==> config.mk <==
export PLATFORM = sky130hd
export DESIGN_NAME = fm_param_ramp_ctrl_flat
export DESIGN_NICKNAME = d
export VERILOG_FILES = /design/src/rtl/fm_param_ramp_ctrl_pkg.sv /design/src/rtl/fm_param_ramp_ctrl_if.sv /design/src/rtl/fm_param_ramp_ctrl_lane.sv /design/src/rtl/fm_param_ramp_ctrl.sv /design/src/flat_wrapper.sv
export SDC_FILE = /design/constraint.sdc
export NUM_CORES = 1
export LEC_CHECK = 0
export ABC_AREA = 1
export CAP_MARGIN = 20
export CORE_ASPECT_RATIO = 1.1
export CORE_MARGIN = 8
export CORE_UTILIZATION = 35
export DETAILED_ROUTE_END_ITERATION = 12
export PLACE_DENSITY = 0.59
export SLEW_MARGIN = 20
export SYNTH_ARGS = -nofsm -noshare
export SYNTH_HDL_FRONTEND = slang
export SYNTH_HIERARCHICAL = 1
export SYNTH_SLANG_ARGS = --single-unit
==> constraint.sdc <==
create_clock -name clk -period 5.4 [get_ports clk]
set_clock_uncertainty 0.05 [all_clocks]
set_input_delay 0.81 -clock clk [delete_from_list [all_inputs] [get_ports clk]]
set_output_delay 0.81 -clock clk [all_outputs]
set_load 0.05 [all_outputs]
==> src/rtl/fm_param_ramp_ctrl_pkg.sv <==
// rtl/fm_param_ramp_ctrl_pkg.sv - shared types, defaults and helpers for the FM parameter glide controller
package fm_ctrl_pkg;

    localparam int FM_W_DEF = 10;

    typedef enum logic {
        IDLE = 1'b0,
        RAMP = 1'b1
    } state_t;

    // Number of clk cycles between ramp steps.
    function automatic int tick_div(input int clkspeed, input int tick_hz);
        return clkspeed / tick_hz;
    endfunction

endpackage

==> src/rtl/fm_param_ramp_ctrl_if.sv <==
// rtl/fm_param_ramp_ctrl_if.sv - command port carrying glide targets and step size
interface fm_param_ramp_ctrl_if #(
    parameter int FM_W = 10
);
    logic            cmd_valid;
    logic            cmd_ready;
    logic [FM_W-1:0] cmd_carrier;
    logic [FM_W-1:0] cmd_modfreq;
    logic [FM_W-1:0] cmd_depth;
    logic            cmd_gate;
    logic [FM_W-1:0] cmd_step;

    modport master (
        output cmd_valid, cmd_carrier, cmd_modfreq, cmd_depth, cmd_gate, cmd_step,
        input  cmd_ready
    );

    modport slave (
        input  cmd_valid, cmd_carrier, cmd_modfreq, cmd_depth, cmd_gate, cmd_step,
        output cmd_ready
    );
endinterface

==> src/rtl/fm_param_ramp_ctrl_lane.sv <==
// rtl/fm_param_ramp_ctrl_lane.sv - one control-word lane: current/target registers and bounded step
module fm_ramp_lane
    import fm_ctrl_pkg::*;
#(
    parameter int FM_W = FM_W_DEF
) (
    input  logic            clk,
    input  logic            rst,
    input  logic            load_i,
    input  logic            jump_i,
    input  logic            tick_en_i,
    input  logic [FM_W-1:0] target_i,
    input  logic [FM_W-1:0] step_i,
    output logic [FM_W-1:0] cur_o,
    output logic            at_target_o
);

    logic        [FM_W-1:0] cur_q;
    logic        [FM_W-1:0] tgt_q;
    logic        [FM_W-1:0] cur_d;
    logic signed [FM_W:0]   diff;
    logic        [FM_W:0]   mag;

    // Next value one step toward the target; snap when within one step so the value never overshoots or wraps.
    always_comb begin
        diff = $signed({1'b0, tgt_q}) - $signed({1'b0, cur_q});
        mag  = diff[FM_W] ? (~diff + 1'b1) : diff;
        if (mag <= {1'b0, step_i}) begin
            cur_d = tgt_q;
        end else if (diff[FM_W]) begin
            cur_d = cur_q - step_i;
        end else begin
            cur_d = cur_q + step_i;
        end
    end

    // Target latch on accept, immediate jump when step is zero, otherwise step on each enabled tick.
    always_ff @(posedge clk) begin
        if (rst) begin
            cur_q <= '0;
            tgt_q <= '0;
        end else if (load_i) begin
            tgt_q <= target_i;
            if (jump_i) begin
                cur_q <= target_i;
            end
        end else if (tick_en_i) begin
            cur_q <= cur_d;
        end
    end

    assign cur_o       = cur_q;
    assign at_target_o = (cur_q == tgt_q);

endmodule

==> src/rtl/fm_param_ramp_ctrl.sv <==
// rtl/fm_param_ramp_ctrl.sv - glide controller stepping carrier, modulator and depth words toward command targets
module fm_param_ramp_ctrl
    import fm_ctrl_pkg::*;
#(
    parameter int FM_W     = FM_W_DEF,
    parameter int CLKSPEED = 100_000_000,
    parameter int TICK_HZ  = 1000
) (
    input  logic            clk,
    input  logic            rst,
    fm_param_ramp_ctrl_if.slave cmd,
    output logic [FM_W-1:0] carrier_freq,
    output logic [FM_W-1:0] modulator_freq,
    output logic [FM_W-1:0] mod_depth,
    output logic            busy,
    output logic            done
);

    localparam int TICK_DIV = tick_div(CLKSPEED, TICK_HZ);
    localparam int CNT_W    = (TICK_DIV > 2) ? $clog2(TICK_DIV) : 1;
    localparam logic [CNT_W-1:0] CNT_MAX = CNT_W'(TICK_DIV - 1);

    generate
        if (TICK_DIV < 2) begin : g_bad_tick_div
            $error("fm_param_ramp_ctrl: CLKSPEED/TICK_HZ must be at least 2");
        end
    endgenerate

    state_t           state_q;
    logic [CNT_W-1:0] cnt_q;
    logic [FM_W-1:0]  step_q;
    logic             cmd_ready_q;
    logic             busy_q;
    logic             done_q;
    logic             stepped_q;

    logic             accept;
    logic             tick;
    logic             tick_en;
    logic             jump;
    logic [2:0]       at_tgt;
    logic             all_at;
    logic [FM_W-1:0]  depth_tgt;

    assign accept    = cmd.cmd_valid & cmd_ready_q;
    assign tick      = (cnt_q == CNT_MAX);
    assign tick_en   = tick & (state_q == RAMP) & ~accept;
    assign jump      = accept & (cmd.cmd_step == '0);
    assign all_at    = &at_tgt;
    assign depth_tgt = cmd.cmd_gate ? cmd.cmd_depth : '0;

    // Handshake, prescaler and the IDLE/RAMP FSM. Completion is evaluated on a tick (targets already met)
    // or in the cycle right after a step, so a no-op retarget still finishes on the first tick.
    always_ff @(posedge clk) begin
        if (rst) begin
            state_q     <= IDLE;
            cnt_q       <= '0;
            step_q      <= '0;
            cmd_ready_q <= 1'b0;
            busy_q      <= 1'b0;
            done_q      <= 1'b0;
            stepped_q   <= 1'b0;
        end else begin
            cmd_ready_q <= 1'b1;
            done_q      <= 1'b0;
            stepped_q   <= 1'b0;
            cnt_q       <= (accept || tick) ? '0 : cnt_q + 1'b1;
            if (accept) begin
                step_q <= cmd.cmd_step;
                if (cmd.cmd_step == '0) begin
                    state_q <= IDLE;
                    busy_q  <= 1'b0;
                    done_q  <= 1'b1;
                end else begin
                    state_q <= RAMP;
                    busy_q  <= 1'b1;
                end
            end else if (state_q == RAMP) begin
                if ((tick || stepped_q) && all_at) begin
                    state_q <= IDLE;
                    busy_q  <= 1'b0;
                    done_q  <= 1'b1;
                end else if (tick) begin
                    stepped_q <= 1'b1;
                end
            end
        end
    end

    fm_ramp_lane #(.FM_W(FM_W)) u_lane_carrier (
        .clk         (clk),
        .rst         (rst),
        .load_i      (accept),
        .jump_i      (jump),
        .tick_en_i   (tick_en),
        .target_i    (cmd.cmd_carrier),
        .step_i      (step_q),
        .cur_o       (carrier_freq),
        .at_target_o (at_tgt[0])
    );

    fm_ramp_lane #(.FM_W(FM_W)) u_lane_modfreq (
        .clk         (clk),
        .rst         (rst),
        .load_i      (accept),
        .jump_i      (jump),
        .tick_en_i   (tick_en),
        .target_i    (cmd.cmd_modfreq),
        .step_i      (step_q),
        .cur_o       (modulator_freq),
        .at_target_o (at_tgt[1])
    );

    fm_ramp_lane #(.FM_W(FM_W)) u_lane_depth (
        .clk         (clk),
        .rst         (rst),
        .load_i      (accept),
        .jump_i      (jump),
        .tick_en_i   (tick_en),
        .target_i    (depth_tgt),
        .step_i      (step_q),
        .cur_o       (mod_depth),
        .at_target_o (at_tgt[2])
    );

    assign cmd.cmd_ready = cmd_ready_q;
    assign busy          = busy_q;
    assign done          = done_q;

endmodule

==> src/flat_wrapper.sv <==
// flat-port wrapper written by rule: the top's interface ports become plain ports
module fm_param_ramp_ctrl_flat import fm_ctrl_pkg::*;
#(
    parameter int FM_W     = FM_W_DEF,
    parameter int CLKSPEED = 100_000_000,
    parameter int TICK_HZ  = 1000
)
  (clk, rst, carrier_freq, modulator_freq, mod_depth, busy, done, cmd_cmd_valid, cmd_cmd_carrier, cmd_cmd_modfreq, cmd_cmd_depth, cmd_cmd_gate, cmd_cmd_step, cmd_cmd_ready);
  fm_param_ramp_ctrl_if #(.FM_W(FM_W)) cmd_i ();
  input  logic clk;
  input  logic rst;
  output logic [FM_W-1:0] carrier_freq;
  output logic [FM_W-1:0] modulator_freq;
  output logic [FM_W-1:0] mod_depth;
  output logic busy;
  output logic done;
  input wire logic [$bits(cmd_i.cmd_valid)-1:0] cmd_cmd_valid;
  input wire logic [$bits(cmd_i.cmd_carrier)-1:0] cmd_cmd_carrier;
  input wire logic [$bits(cmd_i.cmd_modfreq)-1:0] cmd_cmd_modfreq;
  input wire logic [$bits(cmd_i.cmd_depth)-1:0] cmd_cmd_depth;
  input wire logic [$bits(cmd_i.cmd_gate)-1:0] cmd_cmd_gate;
  input wire logic [$bits(cmd_i.cmd_step)-1:0] cmd_cmd_step;
  output wire logic [$bits(cmd_i.cmd_ready)-1:0] cmd_cmd_ready;
  assign cmd_i.cmd_valid = cmd_cmd_valid;
  assign cmd_i.cmd_carrier = cmd_cmd_carrier;
  assign cmd_i.cmd_modfreq = cmd_cmd_modfreq;
  assign cmd_i.cmd_depth = cmd_cmd_depth;
  assign cmd_i.cmd_gate = cmd_cmd_gate;
  assign cmd_i.cmd_step = cmd_cmd_step;
  assign cmd_cmd_ready = cmd_i.cmd_ready;
  fm_param_ramp_ctrl #(.FM_W(FM_W), .CLKSPEED(CLKSPEED), .TICK_HZ(TICK_HZ)) u_core (.clk(clk), .rst(rst), .cmd(cmd_i), .carrier_freq(carrier_freq), .modulator_freq(modulator_freq), .mod_depth(mod_depth), .busy(busy), .done(done));
endmodule
==> impl_metrics.tcl, run 1 <==
set metrics [dict create \
    cts_root_buf "clkbuf_16" \
    yosys-top-cells-area "dfxtp_1 (19%), nand2_1 (14%), ha_1 (12%)" \
    route.vias.total 9587 \
    grt_pass1_vias 9222 \
    die_h_um 191 \
    ys_ff_latch 92 \
    cts_max_path_buffers 2 \
    fin_cells 1941 \
    final_layout_size_suffix_gt1_frac 0.105 \
    fin_crit_sh 0.801 \
    final_util 0.401 \
    status "complete, no violations" \
    layout_setup_ws_ns 1.08 \
    postCtsResizedCells 0 \
    drc 0 \
    mostFrequentLayoutCells "nand2_1 (372), inv_1 (239), a21oi_1 (122), nor2_1 (107), ha_1 (94)" \
    crit_required_ns 5.64 \
    post-route-min-period_ns 4.32 \
    startpoint_type "register" \
    grt.total_usage 0.169 \
    setup_tns_ns 0 \
    finalSetupViolCount 0 \
    grt_pass1_wl_um 46200 \
    hold_path.class "reg -> reg" \
    vias_per_cell 4.94 \
    antenna_found_initial 0 \
    ctsHoldBuffers 0 \
    rows 64 \
    hold_violations 0 \
    rsz0062_at_grt "false" \
    tightest_slew_ns 0.633 \
    vdd_drop_max_uv 140 \
    clk_latency_ns 0.36 \
    post_cts_buffers 0 \
    endpoint_kind "register" \
    syn-instance-count 1514 \
    fill_cells 2975 \
    drtIter0Drc 566 \
    gr-total-overflow 0 \
    critPathKind "reg -> reg" \
    clock-sinks 92 \
    path_max_fanout 11 \
    chipWidth_um 175 \
    num_antenna_cells 0 \
    syn_nets 1658 \
    grt_max_degree 37 \
    firstDrtPassIters 7 \
    yosysWarnings 6 \
    yosysTopAreaCell "dfxtp_1" \
    max_freq_mhz 231 \
    area_growth_pct 13.5 \
    dieArea_mm2 0.0335 \
    drt_wl_total_um 28400 \
    ys_seq_area_frac 0.188 \
    final_common_cell "nand2_1" \
    synth-main-ff-cell "dfxtp_1" \
    cts_buffers 9 \
    p_per_area_mw_per_mm2 251 \
    maxCapViolCount 0 \
    antenna_left 0 \
    globalplace.congestion 0.902 \
    start_util 0.354 \
    avgSynthCellArea_um2 6.46 \
    core-area_mm2 0.0276 \
    worst_ep_arrival_time_ns 4.56 \
    syn_area_mm2 0.00977 \
    power_leakage_nw 5.49 \
    portBuffers 76 \
    dpl.hpwl_um 22600 \
    synth_cell_types 48 \
    htreeDepth 3 \
    cts_tree "built" \
    synthArstFlopShare 0 \
    ios 77 \
    yosys.area.top_type_share 0.188 \
    wire_per_inst_um 14.6 \
    drv_slew 0 \
    max-slew-margin-rel 0.574 \
    clk_pin_slew_ns 0.07 \
    pre_cts_ws_ns 1.12 \
    dp_cells 1925 \
    nets 1717 \
    synth_enable_flop_cells 0 \
]
worst paths after layout:
kind | from | cells after the start | slack (ns) | to
worst min-delay path | u_core/cnt_q[0] | 1 | 0.40 | u_core/cnt_q[0]
worst max-delay path | u_core/u_lane_carrier/tgt_q[0] | 23 | 1.08 | u_core/u_lane_carrier/cur_o[4]
worst min register to register | u_core/cnt_q[0] | 1 | 0.40 | u_core/cnt_q[0]
worst max register to register | u_core/u_lane_carrier/tgt_q[0] | 23 | 1.08 | u_core/u_lane_carrier/cur_o[4]
stage by stage:
| step | hold WS (ns) | total power, W | cell area, um2 |
|---|---|---|---|
| 3_5_place_dp | 0.391 | 0.00215 | 10800 |
| 4_1_cts | 0.403 | 0.00280 | 11100 |
| 2_1_floorplan | 0.368 | 0.00188 | 9770 |
| 3_3_place_gp | 0.379 | 0.00214 | 10800 |
| 6_report | 0.399 | 0.00278 | 11100 |
| 5_1_grt | 0.422 | 0.00302 | 11100 |
power breakdown:
| group | total [W] | internal, W | switching [W] | leakage [nW] |
|---|---|---|---|---|
| registers | 0.000723 | 0.000695 | 0.0000275 | 0.747 |
| clock network | 0.000633 | 0.000321 | 0.000312 | 0.136 |
| logic | 0.00143 | 0.000533 | 0.000894 | 4.61 |
| total | 0.00278 | 0.00155 | 0.00123 | 5.49 |
Yosys cell counts (2+ instances only):
library cell	number
nand2_1	372
inv_1	240
a21oi_1	122
nor2_1	107
ha_1	94
dfxtp_1	92
nand3_1	76
o21ai_0	63
xor2_1	56
nand3_2	38
a21oi_2	31
nand2_2	30
nand4_1	21
nand3b_1	18
xnor2_1	16
clkbuf_1	14
inv_2	14
nor3_1	14
nor2_2	10
o31ai_1	10
buf_6	8
buf_2	6
fa_1	6
o21bai_1	6
nor2_4	5
or2_2	5
a21o_1	4
clkinv_1	4
buf_4	3
nor4_1	3
o311ai_0	3
or4_1	3
a31oi_1	2
nand2_4	2
nor3_2	2
or2_0	2
metal layers:
metal  vias to the layer above  global-route usage  routed length, um
li1                       4971                   -                  -
met1                      4404               0.211              13100
met2                       174               0.296              13700
met3                        38              0.0227                913
met4                         0              0.0512                630
met5                         -                   0                  0
logic make-up (layout without fill, tap and decap cells):
kind of cell	Yosys count	in the layout	share of synthesized area
AO/OA/AOI/OAI	243	243	0.144
XOR/XNOR	73	73	0.0662
adder cells (fa/ha/maj)	100	100	0.133
AND/OR/NAND/NOR	713	713	0.346
buffers and inverters	293	357	0.123
flip-flops	92	92	0.188
worst max-delay path, cell delays in order (launching register included):
cell	delay (ns)
dfxtp_1	0.34
inv_1	0.07
ha_1	0.19
inv_1	0.13
fa_1	0.43
inv_1	0.10
ha_1	0.16
inv_1	0.05
nor2_2	0.09
nand3_1	0.11
nor2_2	0.14
nand3_2	0.08
nor2_2	0.12
nor2_1	0.06
xnor2_1	0.15
inv_1	0.06
ha_1	0.29
nand2_1	0.07
or4_1	0.51
nand2_1	0.47
nand2_2	0.27
nand2_1	0.13
nand3_2	0.07
a21oi_2	0.13
area by class of cell:
cell class | instances | area, um2 | area share
Multi-Input combinational cell | 1129 | 6740 | 0.607
Sequential cell | 92 | 1840 | 0.166
Inverter | 259 | 975 | 0.0879
Timing Repair Buffer | 82 | 801 | 0.0722
Tap cell | 363 | 454 | 0.0409
Clock buffer | 9 | 225 | 0.0203
Clock inverter | 7 | 60.1 | 0.00541
sequential cells by signal, indices dropped and copies added (netlist names):
name,cells
u_core/busy,1
u_core/cmd.cmd_ready,1
u_core/cnt_q,17
u_core/done,1
u_core/state_q,1
u_core/step_q,10
u_core/stepped_q,1
u_core/u_lane_carrier/cur_o,10
u_core/u_lane_carrier/tgt_q,10
u_core/u_lane_depth/cur_o,10
u_core/u_lane_depth/tgt_q,10
u_core/u_lane_modfreq/cur_o,10
u_core/u_lane_modfreq/tgt_q,10
(Power assumes the default switching activity.)
==> run 2: changes to the inputs <==
--- a/config.mk
+++ b/config.mk
@@ -11,7 +11,7 @@
 export CORE_MARGIN = 8
 export CORE_UTILIZATION = 35
 export DETAILED_ROUTE_END_ITERATION = 12
-export PLACE_DENSITY = 0.59
+export PLACE_DENSITY = 0.61
 export SLEW_MARGIN = 20
 export SYNTH_ARGS = -nofsm -noshare
 export SYNTH_HDL_FRONTEND = slang
==> constraint.sdc (replaced) <==
create_clock -name clk -period 3.6 [get_ports clk]
set_clock_uncertainty 0.05 [all_clocks]
set_input_delay 0.54 -clock clk [delete_from_list [all_inputs] [get_ports clk]]
set_output_delay 0.54 -clock clk [all_outputs]
set_load 0.05 [all_outputs]
==> run 2 against run 1 <==
Compared with the run above:
- the flow now finishes with violations (negative setup slack)
- core utilization up 5.8 points
- first-iteration DRC count up 14%
- clock-buffer cell count stayed put
- critical path depth grew 1
- combinational power rose by 110%
- worst setup slack worse by 1.2 ns
- non-clock buffer count up 118
- global-route usage increased by 1.2 points
- sequential share of layout area shrank 1.9 points
- die area unchanged
- cell area rose by 15%
- highest routed layer unchanged
==> impl_metrics.tcl, run 2 (synthesis results as in run 1) <==
set metrics [dict create \
    drtIter0Drc 643 \
    critPathKind "reg -> reg" \
    grt_max_degree 37 \
    post-route-min-period_ns 3.68 \
    tightest_slew_ns 0.663 \
    vias_per_cell 4.96 \
    clk_latency_ns 0.36 \
    gr-total-overflow 0 \
    fill_cells 2805 \
    chipWidth_um 175 \
    num_antenna_cells 0 \
    p_per_area_mw_per_mm2 405 \
    violations "negative setup slack" \
    busiest_layer "met2" \
    final_common_cell "nand2_1" \
    p_total_w 0.00514 \
    dpl.hpwl_um 23600 \
    crit_required_ns 3.84 \
    clock-sinks 92 \
    firstDrtPassIters 5 \
    antenna_found_initial 0 \
    pre_cts_ws_ns -0.161 \
    grt_pass1_wl_um 49600 \
    htreeDepth 3 \
    hold_end "u_core/cnt_q[0]" \
    r2r-end "u_core/u_lane_carrier/cur_o[3]" \
    grt_pass1_vias 10072 \
    largest-register "u_core/cnt_q" \
    portBuffers 76 \
    path_max_fanout 5 \
    met2_usage 0.305 \
    rows 64 \
    r2r-start "u_core/u_lane_carrier/tgt_q[0]" \
    seqCellArea_mm2 0.00187 \
    largest_reg_flops 17 \
    rrSetupSlack_ns -0.08 \
    vdd_drop_max_uv 224 \
    area_growth_pct 30.0 \
    grt.total_usage 0.181 \
    cts_max_path_buffers 2 \
    core-area_mm2 0.0276 \
    dieArea_mm2 0.0335 \
    drc 0 \
    max-slew-margin-rel 0.558 \
    multi_input_area_mm2 0.00735 \
    fin_crit_sh 1.02 \
    globalplace.congestion 0.910 \
    status "complete, but fails checks" \
    mostFrequentLayoutCells "nand2_1 (335), inv_1 (227), buf_4 (118), a21oi_1 (114), nor2_1 (102)" \
    nets 1836 \
    cts_tree "built" \
    endpoint_kind "register" \
    finalSetupViolCount 17 \
    final_layout_size_suffix_gt1_frac 0.238 \
    max_freq_mhz 272 \
    hold_violations 0 \
    die_h_um 191 \
    use_met3 0.0275 \
    hold_path.class "reg -> reg" \
    clk_pin_slew_ns 0.08 \
    start_util 0.354 \
    cts_buffers 9 \
    wire_per_inst_um 14.9 \
    layout_setup_ws_ns -0.0759 \
    ios 77 \
    cts_root_buf "clkbuf_16" \
    hold_path_depth 1 \
    antenna_left 0 \
    min-delay-start "u_core/cnt_q[0]" \
    ctsHoldBuffers 0 \
    power_leakage_nw 6.24 \
    startpoint_type "register" \
    drt_wl_total_um 30700 \
    holdWs_ns 0.417 \
    worst_ep_arrival_time_ns 3.92 \
    r2r_cells 24 \
    maxCapViolCount 0 \
    use_met1 0.225 \
    route.vias.total 10212 \
    rsz0062_at_grt "true" \
    drv_slew 0 \
]
## run 2: changes by cell type in the layout (fill, tap and decap cells not counted), moves of 12 or more
cell,change
nand2_2,+23
inv_1,-12
ha_4,+12
ha_1,-21
dfxtp_1,-15
nand2_1,-37
buf_4,+112
## run 2: metrics by stage
step | cells | setup TNS (ns) | cell area, um2 | util
2_1_floorplan | 1514 | 0 | 9810 | -
3_3_place_gp | 2009 | -0.920 | 11500 | 0.415
3_5_place_dp | 2009 | -3.22 | 11500 | 0.415
4_1_cts | 2049 | -0.00170 | 12200 | 0.441
5_1_grt | 2060 | -5.35 | 12700 | 0.460
6_report | 2060 | -0.519 | 12700 | 0.460
## run 2: area by class of cell
| type | instances | area share |
|---|---|---|
| tap | 363 | 0.0357 |
| clock inverter | 7 | 0.00630 |
| sequential | 92 | 0.147 |
| timing repair buffer | 200 | 0.137 |
| multi-input combinational | 1130 | 0.578 |
| inverter | 259 | 0.0777 |
| clock buffer | 9 | 0.0177 |
## run 2: critical path, cell delays in order (launching register included)
cell	delay, ns
dfxtp_2	0.34
inv_2	0.05
ha_4	0.15
inv_2	0.06
fa_2	0.44
inv_4	0.09
ha_4	0.14
inv_2	0.03
nor2_2	0.11
nand3_2	0.12
nor2_4	0.13
nand3_2	0.12
nor2_4	0.12
nor2_2	0.05
xnor2_1	0.14
inv_1	0.08
ha_4	0.28
nand2_4	0.04
or4_4	0.45
nand2_8	0.15
buf_12	0.13
nand3b_1	0.07
nand2_1	0.10
inv_2	0.04
a21oi_2	0.10
## run 2: how the worst max path moves through the flow
stage                                    from                             end  slack, ns
6_report       u_core/u_lane_carrier/tgt_q[0]  u_core/u_lane_carrier/cur_o[3]      -0.08
5_1_grt        u_core/u_lane_modfreq/tgt_q[0]  u_core/u_lane_modfreq/cur_o[5]      -0.24
4_1_cts        u_core/u_lane_modfreq/tgt_q[0]  u_core/u_lane_modfreq/cur_o[9]     -0.002
3_5_place_dp   u_core/u_lane_modfreq/tgt_q[0]  u_core/u_lane_modfreq/cur_o[7]      -0.16
3_3_place_gp   u_core/u_lane_modfreq/tgt_q[0]  u_core/u_lane_modfreq/cur_o[1]      -0.06
2_1_floorplan  u_core/u_lane_modfreq/cur_o[1]  u_core/u_lane_modfreq/cur_o[1]       0.02
## run 2: per-layer routing
metal,wire (um),vias up
met5,0,-
met4,1110,0
met3,1390,59
met2,14400,244
met1,13800,4689
li1,-,5220
## run 2: power by group
part           internal (W)  switching, W
combinational       0.00132       0.00171
clock              0.000554      0.000486
sequential          0.00104     0.0000431
## run 2: timing repair
item                                    in CTS  in global routing
setup buffers                               23                 11
resized for setup                           51                106
gates cloned                                 1                  1
pin swaps                                   32                 77
endpoints found under the setup margin      30                 30
==> run 3: changes to the inputs <==
--- a/config.mk
+++ b/config.mk
@@ -11,6 +11,7 @@
 export CORE_MARGIN = 8
 export CORE_UTILIZATION = 35
 export DETAILED_ROUTE_END_ITERATION = 12
+export MAX_ROUTING_LAYER = met4
 export PLACE_DENSITY = 0.61
 export SLEW_MARGIN = 20
 export SYNTH_ARGS = -nofsm -noshare
==> run 3 against run 2 <==
Compared with the run above:
- sequential share of layout area about the same
- fmax increased by 2.0%
- sequential power about the same
- the flow still finishes with violations (negative setup slack)
- clock power decreased by 7%
- critical path type unchanged
- highest routed layer unchanged
==> impl_metrics.tcl, run 3 (synthesis results as in run 1) <==
set metrics [dict create \
    start_util 0.354 \
    antenna_found_initial 0 \
    max_freq_mhz 277 \
    vdd_drop_max_uv 203 \
    drc 0 \
    rows 64 \
    dpl.hpwl_um 23500 \
    violations "negative setup slack" \
    endpoint_kind "register" \
    vias_per_cell 4.97 \
    cts_root_buf "clkbuf_16" \
    clock-sinks 92 \
    drtIter0Drc 616 \
    gr-total-overflow 0 \
    path_max_fanout 5 \
    area_growth_pct 30.4 \
    mostFrequentLayoutCells "nand2_1 (333), inv_1 (226), buf_4 (111), a21oi_1 (110), nor2_1 (96)" \
    drt_wl_total_um 30700 \
    wire_per_inst_um 14.9 \
    place_area_mm2 0.0115 \
    final_layout_size_suffix_gt1_frac 0.247 \
    final_common_cell "nand2_1" \
    fin_cells 2058 \
    firstDrtPassIters 5 \
    grt_pass1_vias 9927 \
    portBuffers 76 \
    drv_slew 0 \
    dieArea_mm2 0.0335 \
    dp_cells 2008 \
    largest-register "u_core/cnt_q" \
    cts_buffers 9 \
    die_h_um 191 \
    r2r_cells 24 \
    post-route-min-period_ns 3.61 \
    grt_pass1_wl_um 48600 \
    final_util 0.461 \
    max-slew-margin-rel 0.569 \
    status "complete, but fails checks" \
    tightest_slew_ns 0.641 \
    core-area_mm2 0.0276 \
    worst_ep_arrival_time_ns 3.85 \
    ctsHoldBuffers 0 \
    hold_violations 0 \
    globalplace.congestion 0.918 \
    chipWidth_um 175 \
    layout_setup_ws_ns -0.00557 \
    hold_path.class "reg -> reg" \
    num_antenna_cells 0 \
    fin_area_mm2 0.0127 \
    antenna_left 0 \
    power_leakage_nw 6.22 \
    finalSetupViolCount 2 \
    grt.total_usage 0.182 \
    cts_tree "built" \
    grt_max_degree 37 \
    fin_crit_sh 1.00 \
    largest_reg_flops 17 \
    maxCapViolCount 0 \
    cts_max_path_buffers 2 \
    ios 77 \
    nets 1834 \
    crit_required_ns 3.85 \
    startpoint_type "register" \
    p_per_area_mw_per_mm2 388 \
    hold_path_depth 1 \
    rsz0062_at_grt "true" \
    clk_pin_slew_ns 0.08 \
    htreeDepth 3 \
    critPathKind "reg -> reg" \
    route.vias.total 10221 \
    clk_latency_ns 0.36 \
]
[run 3: changes by cell type in the layout (fill, tap and decap cells not counted), moves of 2 or more]
| cell | previous run | this run |
|---|---|---|
| nand2_2 | 53 | 55 |
| ha_4 | 12 | 19 |
| xnor2_2 | 3 | 1 |
| buf_6 | 3 | 9 |
| a21oi_1 | 114 | 110 |
| a21oi_2 | 38 | 41 |
| nor2_2 | 9 | 16 |
| xnor2_1 | 13 | 15 |
| nand3_4 | 5 | 1 |
| nand3_2 | 39 | 44 |
| nor2_1 | 102 | 96 |
| nand2_1 | 335 | 333 |
| ha_1 | 73 | 67 |
| buf_4 | 118 | 111 |
[run 3: timing repair]
item                                    CTS  global route
gates resized for setup                  51           130
setup buffers                            17            17
pin swaps                                30            68
endpoints found under the setup margin   30            30
cloned                                    1             0
[run 3: power breakdown]
part / internal, W / switching, W
clock: 0.000482 / 0.000483
sequential: 0.00104 / 0.0000428
combinational: 0.00123 / 0.00167
[run 3: worst paths after layout]
check | endpoint | startpoint | slack, ns
worst max-delay path | u_core/u_lane_carrier/cur_o[8] | u_core/u_lane_carrier/tgt_q[0] | -0.006
worst min-delay path | u_core/cnt_q[0] | u_core/cnt_q[0] | 0.41
worst max register to register | u_core/u_lane_carrier/cur_o[8] | u_core/u_lane_carrier/tgt_q[0] | -0.006
worst min register to register | u_core/cnt_q[0] | u_core/cnt_q[0] | 0.41
[run 3: worst max-delay path, cell delays in order (launching register included)]
cell,delay [ns]
dfxtp_2,0.34
inv_2,0.05
ha_4,0.15
inv_4,0.05
fa_2,0.42
inv_2,0.11
ha_4,0.13
inv_1,0.04
nor2_2,0.12
nand3_2,0.11
nor2_4,0.13
nand3_2,0.07
nor2_2,0.13
nor2_2,0.06
xnor2_1,0.12
inv_1,0.09
ha_4,0.28
nand2_2,0.05
or4_4,0.46
nand2_8,0.13
buf_6,0.13
nand3b_1,0.08
nand2_1,0.08
inv_1,0.04
a21oi_1,0.12
[run 3: layout make-up]
cell class              instances  area [um2]
multi-input cells            1129        7420
flip-flops and latches         92        1870
fillers                      2819       14900
clock buffers                   9         225
clock inverters                 7        56.3
inverters                     259         982
repair buffers                199        1740
well taps                     363         454
[run 3: through the flow]
stage               hold WS [ns]  power (W)  setup WS (ns)  TNS, ns
finish                     0.414    0.00495       -0.00557  -0.0110
global route               0.444    0.00530         -0.225    -4.28
CTS                        0.410    0.00463        -0.0354  -0.0459
detailed placement         0.402    0.00345         -0.141    -2.93
global placement           0.380    0.00342        -0.0604   -0.792
floorplan                  0.368    0.00283         0.0168        0
[run 3: per-layer routing]
metal / GRT usage / routed length, um / up-vias
li1: - / - / 5210
met1: 0.224 / 13500 / 4717
met3: 0.0235 / 1410 / 49
met4: 0.0649 / 873 / 0
met2: 0.304 / 14900 / 245
met5: - / 0 / -
